--- src/rtl/timer_pkg.sv ---
// timer_pkg: register byte offsets and TCON bit indices shared by the timer files
package timer_pkg;
  localparam logic [3:0] TH_OFS      = 4'h0;
  localparam logic [3:0] TL_OFS      = 4'h4;
  localparam logic [3:0] TCON_OFS    = 4'h8;
  localparam logic [3:0] SYSTICK_OFS = 4'hC;
  localparam int TCON_EN   = 0;
  localparam int TCON_IE   = 1;
  localparam int TCON_STAT = 2;
endpackage

--- src/rtl/timer_irq_if.sv ---
// timer_irq_if: data-memory bus slice seen by the timer
// addr/wdata/mem_wr/mem_rd driven by the CPU (master); rdata/sel returned by the timer (slave)
interface timer_irq_if;
  logic [31:0] addr;
  logic [31:0] wdata;
  logic [31:0] rdata;
  logic        mem_wr;
  logic        mem_rd;
  logic        sel;
  modport master(output addr, wdata, mem_wr, mem_rd, input rdata, sel);
  modport slave(input addr, wdata, mem_wr, mem_rd, output rdata, sel);
endinterface

--- src/rtl/tick_divider.sv ---
// tick_divider: prescaler producing one tick every PRESCALE enabled cycles
// clk/rst_n clock and async reset; i_en advances (else holds) the count; o_tick marks the last count
module tick_divider #(
  parameter int PRESCALE = 1
) (
  input  logic clk,
  input  logic rst_n,
  input  logic i_en,
  output logic o_tick
);
  logic [15:0] r_cnt;
  assign o_tick = i_en && r_cnt == 16'(PRESCALE - 1);
  always_ff @(posedge clk or negedge rst_n)
    if (!rst_n) r_cnt <= '0;
    else if (i_en) r_cnt <= o_tick ? '0 : r_cnt + 16'd1;
endmodule

--- src/rtl/timer_irq.sv ---
// timer_irq: memory-mapped interval timer with reload, pending status and user-mode irq
// clk/rst_n clock and async reset; bus register access (TH, TL, TCON, SYSTICK);
// pc_kernel is PC[31] of the current instruction; irq goes to the control unit
module timer_irq
  import timer_pkg::*;
#(
  parameter int          PRESCALE  = 1,
  parameter logic [31:0] BASE_ADDR = 32'h4000_0000
) (
  input  logic        clk,
  input  logic        rst_n,
  timer_irq_if.slave  bus,
  input  logic        pc_kernel,
  output logic        irq
);
  logic [31:0] r_th, r_tl, r_systick, w_tcon;
  logic        r_en, r_ie, r_stat;
  logic        w_tick, w_wr, w_wr_th, w_wr_tl, w_wr_tcon, w_ovf, w_set_stat;
  logic [3:0]  w_ofs;
  tick_divider #(.PRESCALE(PRESCALE)) u_div (.clk(clk), .rst_n(rst_n), .i_en(r_en), .o_tick(w_tick));
  assign bus.sel    = bus.addr[31:4] == BASE_ADDR[31:4];
  assign w_ofs      = {bus.addr[3:2], 2'b00};
  assign w_wr       = bus.mem_wr & bus.sel;
  assign w_wr_th    = w_wr && w_ofs == TH_OFS;
  assign w_wr_tl    = w_wr && w_ofs == TL_OFS;
  assign w_wr_tcon  = w_wr && w_ofs == TCON_OFS;
  assign w_ovf      = w_tick & (&r_tl);
  // a software TL write on the overflow edge pre-empts both the reload and the status set
  assign w_set_stat = w_ovf & r_ie & ~w_wr_tl;
  assign irq        = r_stat & r_ie & ~pc_kernel;
  always_comb begin
    w_tcon            = '0;
    w_tcon[TCON_EN]   = r_en;
    w_tcon[TCON_IE]   = r_ie;
    w_tcon[TCON_STAT] = r_stat;
  end
  assign bus.rdata = !(bus.mem_rd && bus.sel) ? '0 :
                     w_ofs == TH_OFS   ? r_th :
                     w_ofs == TL_OFS   ? r_tl :
                     w_ofs == TCON_OFS ? w_tcon : r_systick;
  always_ff @(posedge clk or negedge rst_n)
    if (!rst_n) begin
      r_th      <= '0;
      r_tl      <= '0;
      r_systick <= '0;
      r_en      <= 1'b0;
      r_ie      <= 1'b0;
      r_stat    <= 1'b0;
    end else begin
      r_systick <= r_systick + 32'd1;
      if (w_wr_th) r_th <= bus.wdata;
      if (w_wr_tl) r_tl <= bus.wdata;
      else if (w_tick) r_tl <= w_ovf ? r_th : r_tl + 32'd1;
      if (w_wr_tcon) begin
        r_en <= bus.wdata[TCON_EN];
        r_ie <= bus.wdata[TCON_IE];
      end
      // an overflow on the same edge as a clearing TCON write still leaves STAT set
      r_stat <= (w_wr_tcon ? bus.wdata[TCON_STAT] : r_stat) | w_set_stat;
    end
endmodule
--- src/flat_wrapper.sv ---
// flat-port wrapper written by rule: the top's interface ports become plain ports
module timer_irq_flat import timer_pkg::*;
#(
  parameter int          PRESCALE  = 1,
  parameter logic [31:0] BASE_ADDR = 32'h4000_0000
)
  (clk, rst_n, pc_kernel, irq, bus_addr, bus_wdata, bus_mem_wr, bus_mem_rd, bus_rdata, bus_sel);
  timer_irq_if bus_i ();
  input  logic clk;
  input  logic rst_n;
  input  logic pc_kernel;
  output logic irq;
  input wire logic [$bits(bus_i.addr)-1:0] bus_addr;
  input wire logic [$bits(bus_i.wdata)-1:0] bus_wdata;
  input wire logic [$bits(bus_i.mem_wr)-1:0] bus_mem_wr;
  input wire logic [$bits(bus_i.mem_rd)-1:0] bus_mem_rd;
  output wire logic [$bits(bus_i.rdata)-1:0] bus_rdata;
  output wire logic [$bits(bus_i.sel)-1:0] bus_sel;
  assign bus_i.addr = bus_addr;
  assign bus_i.wdata = bus_wdata;
  assign bus_i.mem_wr = bus_mem_wr;
  assign bus_i.mem_rd = bus_mem_rd;
  assign bus_rdata = bus_i.rdata;
  assign bus_sel = bus_i.sel;
  timer_irq #(.PRESCALE(PRESCALE), .BASE_ADDR(BASE_ADDR)) u_core (.clk(clk), .rst_n(rst_n), .bus(bus_i), .pc_kernel(pc_kernel), .irq(irq));
endmodule
--- config.mk ---
export PLATFORM = sky130hd
export DESIGN_NAME = timer_irq_flat
export DESIGN_NICKNAME = d
export VERILOG_FILES = /design/src/rtl/timer_pkg.sv /design/src/rtl/timer_irq_if.sv /design/src/rtl/tick_divider.sv /design/src/rtl/timer_irq.sv /design/src/flat_wrapper.sv
export SDC_FILE = /design/constraint.sdc
export NUM_CORES = 1
export LEC_CHECK = 0
export CORE_MARGIN = 1.5
export CORE_UTILIZATION = 30
export CTS_CLUSTER_SIZE = 12
export DETAILED_ROUTE_END_ITERATION = 16
export PLACE_DENSITY_LB_ADDON = 0.05
export SLEW_MARGIN = 10
export SYNTH_ARGS = -nofsm -noshare
export SYNTH_HDL_FRONTEND = slang
export SYNTH_SLANG_ARGS = --single-unit
--- constraint.sdc ---
create_clock -name clk -period 6.85 [get_ports clk]
set_clock_uncertainty 0.05 [all_clocks]
set_input_delay 1.37 -clock clk [delete_from_list [all_inputs] [get_ports clk]]
set_output_delay 1.37 -clock clk [all_outputs]
set_load 0.03 [all_outputs]
==> implementation parameters <==
Parameter                              Value

Placement
  Dpl cells ... 1043
  HPWL after detailed placement ... 14900 um
  Worst slack at placement ... 0.997 ns
  Input/output buffers ... 100
  Total cell area at the placement stage ... 0.00798 mm^2
  Final weighted congestion of routability-driven global placement ... 0.820

CTS
  Clock tree sinks ... between 100 and 150
  Buffer depth of the longest clock path ... 2
  Clock-pin slew reported for the worst setup and hold paths after clock tree synthesis ... 0.05 ns
  CTS H-tree lvls ... 4
  CTS tree ... done
  Gates resized, CTS repair ... 0
  Clock tree root driver cell ... sky130_fd_sc_hd__clkbuf_16
  CTS Buf Count ... 17
  Worst skew pair latency ... 0.42 ns
  Post-CTS Setup Repair Bufs ... 0
  Post-cts hold buffer count ... 0

Floorplan
  Initial core utilization ... 0.306
  Die X-Extent ... 152 um
  Floorplan row count ... 54
  DIE AREA ... 0.0231 mm^2
  Core Region ... 0.0218 mm^2
  Die Height ... ~150 um
  Top-level port count ... 103

Critical path
  Critical path endpoint ... bus_rdata[20]
  Critical path startpoint category ... input port
  Worst path slowest cell ... sky130_fd_sc_hd__clkdlybuf4s50_1
  Worst EP required ... 5.43 ns
  Worst Path Class, Setup ... in2out
  Reg2reg end ... u_core.r_tl[1]
  Launch point of the critical path ... bus_addr[14]
  Arrival time at the worst endpoint ... 4.39 ns
  Sequence of cells on the critical path ... clkdlybuf4s50_1 > nor4_1 > nand4_1 > nor3_2 > buf_4 > nand2_1 > buf_4 > nor2_1 > clkdlybuf4s50_1
  Sort of element at the end of the critical path ... output port
  Worst path max stage delay ... 0.68 ns
  Reg-to-Reg Start ... u_core.r_tl[0]
  Max Fanout on Critical Path ... 16
  Slack of the worst reg-to-reg path ... 3.69 ns
  Number of cells on the worst reg-to-reg path ... 7

Global routing
  Via count of the first global-routing pass ... ~6000
  Pin count of the biggest net entering global routing ... 60
  Initial antenna violation count ... 0
  First-pass GRT wire length ... 34000 um
  Sum of overflow across all layers after global routing ... 0
  GRT Resource Usage Total ... 0.189

Drt
  Routed via count divided by cell count ... 5.30
  Post-DRT Antenna Nets ... 0
  Post-detailed-routing wire length ... 21300 um
  First-pass iteration count of the detailed router ... 5
  WL/cell ... just under 20 um
  Total vias in the final route ... 5699
  Iter 0 DRT Violations ... 318
  DRC violation count after routing ... 0

Layout
  Count of non-filler cells in the finished layout ... 1075
  Fraction of final layout cells sized beyond drive strength 1 ... 0.160
  Post-route cell area ... 0.00860 mm^2
  Count of nets after finishing ... between 800 and 900
  Synthesis-to-finish area growth ... 29.3%
  Number of inserted diodes ... 0

Logic synthesis
  Synth Area per Inst ... ~9.8 um^2
  Part of the Yosys area used for sequential elements ... 0.433
  Prevailing post-synth register cell ... sky130_fd_sc_hd__dfrtp_1
  Number of library cell types mapped by synthesis ... 52
  Synthesis warning total ... 0
  Synthesized area ... 0.00665 mm^2
  Async SR Flop Fraction ... 1.00
  Yosys reg bits ... 115
  Count of flip-flops with a built-in enable after synthesis ... 0
  Cells after Synth ... 680
  Net count after synthesis ... 753

Timing
  Total count of max-transition violations in the final report ... 0
  Max-Slew Margin vs Limit ... 0.247
  Setup tns final ... 0 ns
  Final Setup Violations ... 0
  Fraction of the cycle the final worst path needs ... 0.848
  Final Hold Vio Count ... 0
  Unrepaired setup endpoints after global routing ... false
  Post-layout minimum cycle time ... 5.81 ns
  Post-layout worst setup margin ... around 1.0 ns
  Worst Max-Slew Pin Slew ... 1.12 ns
  Achievable clock frequency ... 172 MHz

Pwr
  Static leakage ... 3.67 nW
  Total power divided by cell area ... 199 mW/mm^2
  Total Power Consumption ... 1.71 mW
  VDD IR max ... 126 uV

Run
  Total of max-cap violations ... 0

Worst hold path
  Type of the worst min-delay path ... reg2reg

Outcome
  Result of the run ... finished clean
final cells by class:
cell class | count | area, um^2
inverter | 11 | 41.3
fill | 2189 | 13200
multi-input combinational | 521 | 3590
sequential | 115 | 2880
timing repair buffer | 116 | 1110
tap | 280 | 350
clock inverter | 8 | 123
clock buffer | 24 | 502
cell families after synthesis:
logic type / after synthesis / share of synthesized area
AOI/OAI and AO/OA: 103 / 0.100
xor gates and xnor gates: 60 / 0.0790
adders and majority gates: 4 / 0.00752
buffers and inverters: 44 / 0.0286
DFF: 115 / 0.433
muxes: 78 / 0.135
and+or+nand+nor: 276 / 0.217
per-layer routing:
| metal | routed length [um] | global-route usage | up-vias | part of all wire |
|---|---|---|---|---|
| li1 | - | - | 2677 | - |
| met1 | 9990 | 0.253 | 2825 | 0.47 |
| met2 | 10000 | 0.303 | 173 | 0.47 |
| met3 | 946 | 0.0376 | 24 | 0.044 |
| met4 | 365 | 0.0661 | 0 | 0.017 |
| met5 | 0 | 0 | - | 0 |
through the flow:
step | hold slack [ns] | util
final | 0.427 | 0.395
after global routing | 0.463 | 0.395
after CTS | 0.431 | 0.395
after detailed placement | 0.419 | 0.367
after global placement | 0.414 | 0.367
after floorplan | 0.386 | -
placed cells by master, fill, tap and decap left out, types with 20 or more instances in the layout:
cell type,synthesis,final
sky130_fd_sc_hd__mux2_2,63,63
sky130_fd_sc_hd__xnor2_1,42,42
sky130_fd_sc_hd__a21oi_1,20,20
sky130_fd_sc_hd__nor2_1,61,60
sky130_fd_sc_hd__nand3_1,49,49
sky130_fd_sc_hd__o21ai_0,21,21
sky130_fd_sc_hd__dfrtp_1,115,115
sky130_fd_sc_hd__nand2_1,61,61
sky130_fd_sc_hd__a22oi_1,29,29
sky130_fd_sc_hd__clkdlybuf4s50_1,0,98
where the power goes:
part | internal [mW] | leakage, nW | switching (mW)
clock network | 0.620 | 0.298 | 0.327
registers | 0.680 | 1.50 | 0.000000150
logic | 0.0443 | 1.87 | 0.0427
total | 1.34 | 3.67 | 0.369
sequential cells by signal (all words and copies together), names as in the netlist:
| signal | cells |
|---|---|
| u_core.r_en | 1 |
| u_core.r_th | 32 |
| u_core.u_div.r_cnt | 16 |
| u_core.r_tl | 32 |
| u_core.r_stat | 1 |
| u_core.r_ie | 1 |
| u_core.r_systick | 32 |
synthesized netlist by cell type (3+ instances only):
library cell | n | share of area
sky130_fd_sc_hd__a211oi_1 | 3 | 0.0034
sky130_fd_sc_hd__a21o_1 | 6 | 0.0068
sky130_fd_sc_hd__a21oi_1 | 20 | 0.015
sky130_fd_sc_hd__a22oi_1 | 29 | 0.033
sky130_fd_sc_hd__a31oi_1 | 8 | 0.0075
sky130_fd_sc_hd__and2_1 | 3 | 0.0028
sky130_fd_sc_hd__and3_1 | 18 | 0.017
sky130_fd_sc_hd__and4_1 | 4 | 0.0053
sky130_fd_sc_hd__buf_1 | 6 | 0.0034
sky130_fd_sc_hd__buf_4 | 4 | 0.0045
sky130_fd_sc_hd__clkbuf_1 | 20 | 0.011
sky130_fd_sc_hd__dfrtp_1 | 115 | 0.43
sky130_fd_sc_hd__ha_1 | 4 | 0.0075
sky130_fd_sc_hd__inv_1 | 11 | 0.0062
sky130_fd_sc_hd__mux2_2 | 63 | 0.11
sky130_fd_sc_hd__mux2i_1 | 12 | 0.018
sky130_fd_sc_hd__mux4_2 | 3 | 0.010
sky130_fd_sc_hd__nand2_1 | 61 | 0.034
sky130_fd_sc_hd__nand3_1 | 49 | 0.037
sky130_fd_sc_hd__nand4_1 | 19 | 0.018
sky130_fd_sc_hd__nor2_1 | 61 | 0.034
sky130_fd_sc_hd__nor3_1 | 18 | 0.014
sky130_fd_sc_hd__nor4_1 | 12 | 0.011
sky130_fd_sc_hd__nor4b_1 | 3 | 0.0040
sky130_fd_sc_hd__o211ai_1 | 4 | 0.0045
sky130_fd_sc_hd__o21ai_0 | 21 | 0.016
sky130_fd_sc_hd__o31ai_1 | 4 | 0.0045
sky130_fd_sc_hd__or3_1 | 10 | 0.0094
sky130_fd_sc_hd__xnor2_1 | 42 | 0.055
sky130_fd_sc_hd__xor2_1 | 18 | 0.024
worst min-delay path by stage:
stage,start,to,slack (ns),cells past startpoint
6_report,u_core.u_div.r_cnt[15],u_core.u_div.r_cnt[15],0.43,1
5_1_grt,u_core.r_systick[13],u_core.r_systick[13],0.46,1
4_1_cts,u_core.u_div.r_cnt[15],u_core.u_div.r_cnt[15],0.43,1
3_5_place_dp,u_core.u_div.r_cnt[15],u_core.u_div.r_cnt[15],0.42,1
3_3_place_gp,u_core.u_div.r_cnt[15],u_core.u_div.r_cnt[15],0.41,1
2_1_floorplan,u_core.r_systick[31],u_core.r_systick[31],0.39,1
worst max-delay path, delay by kind of cell:
kind	cells	cell delay [ns]
and+or+nand+nor	5	1.37
buffers and inverters	4	1.65
Power figures use the tool's default switching activity.
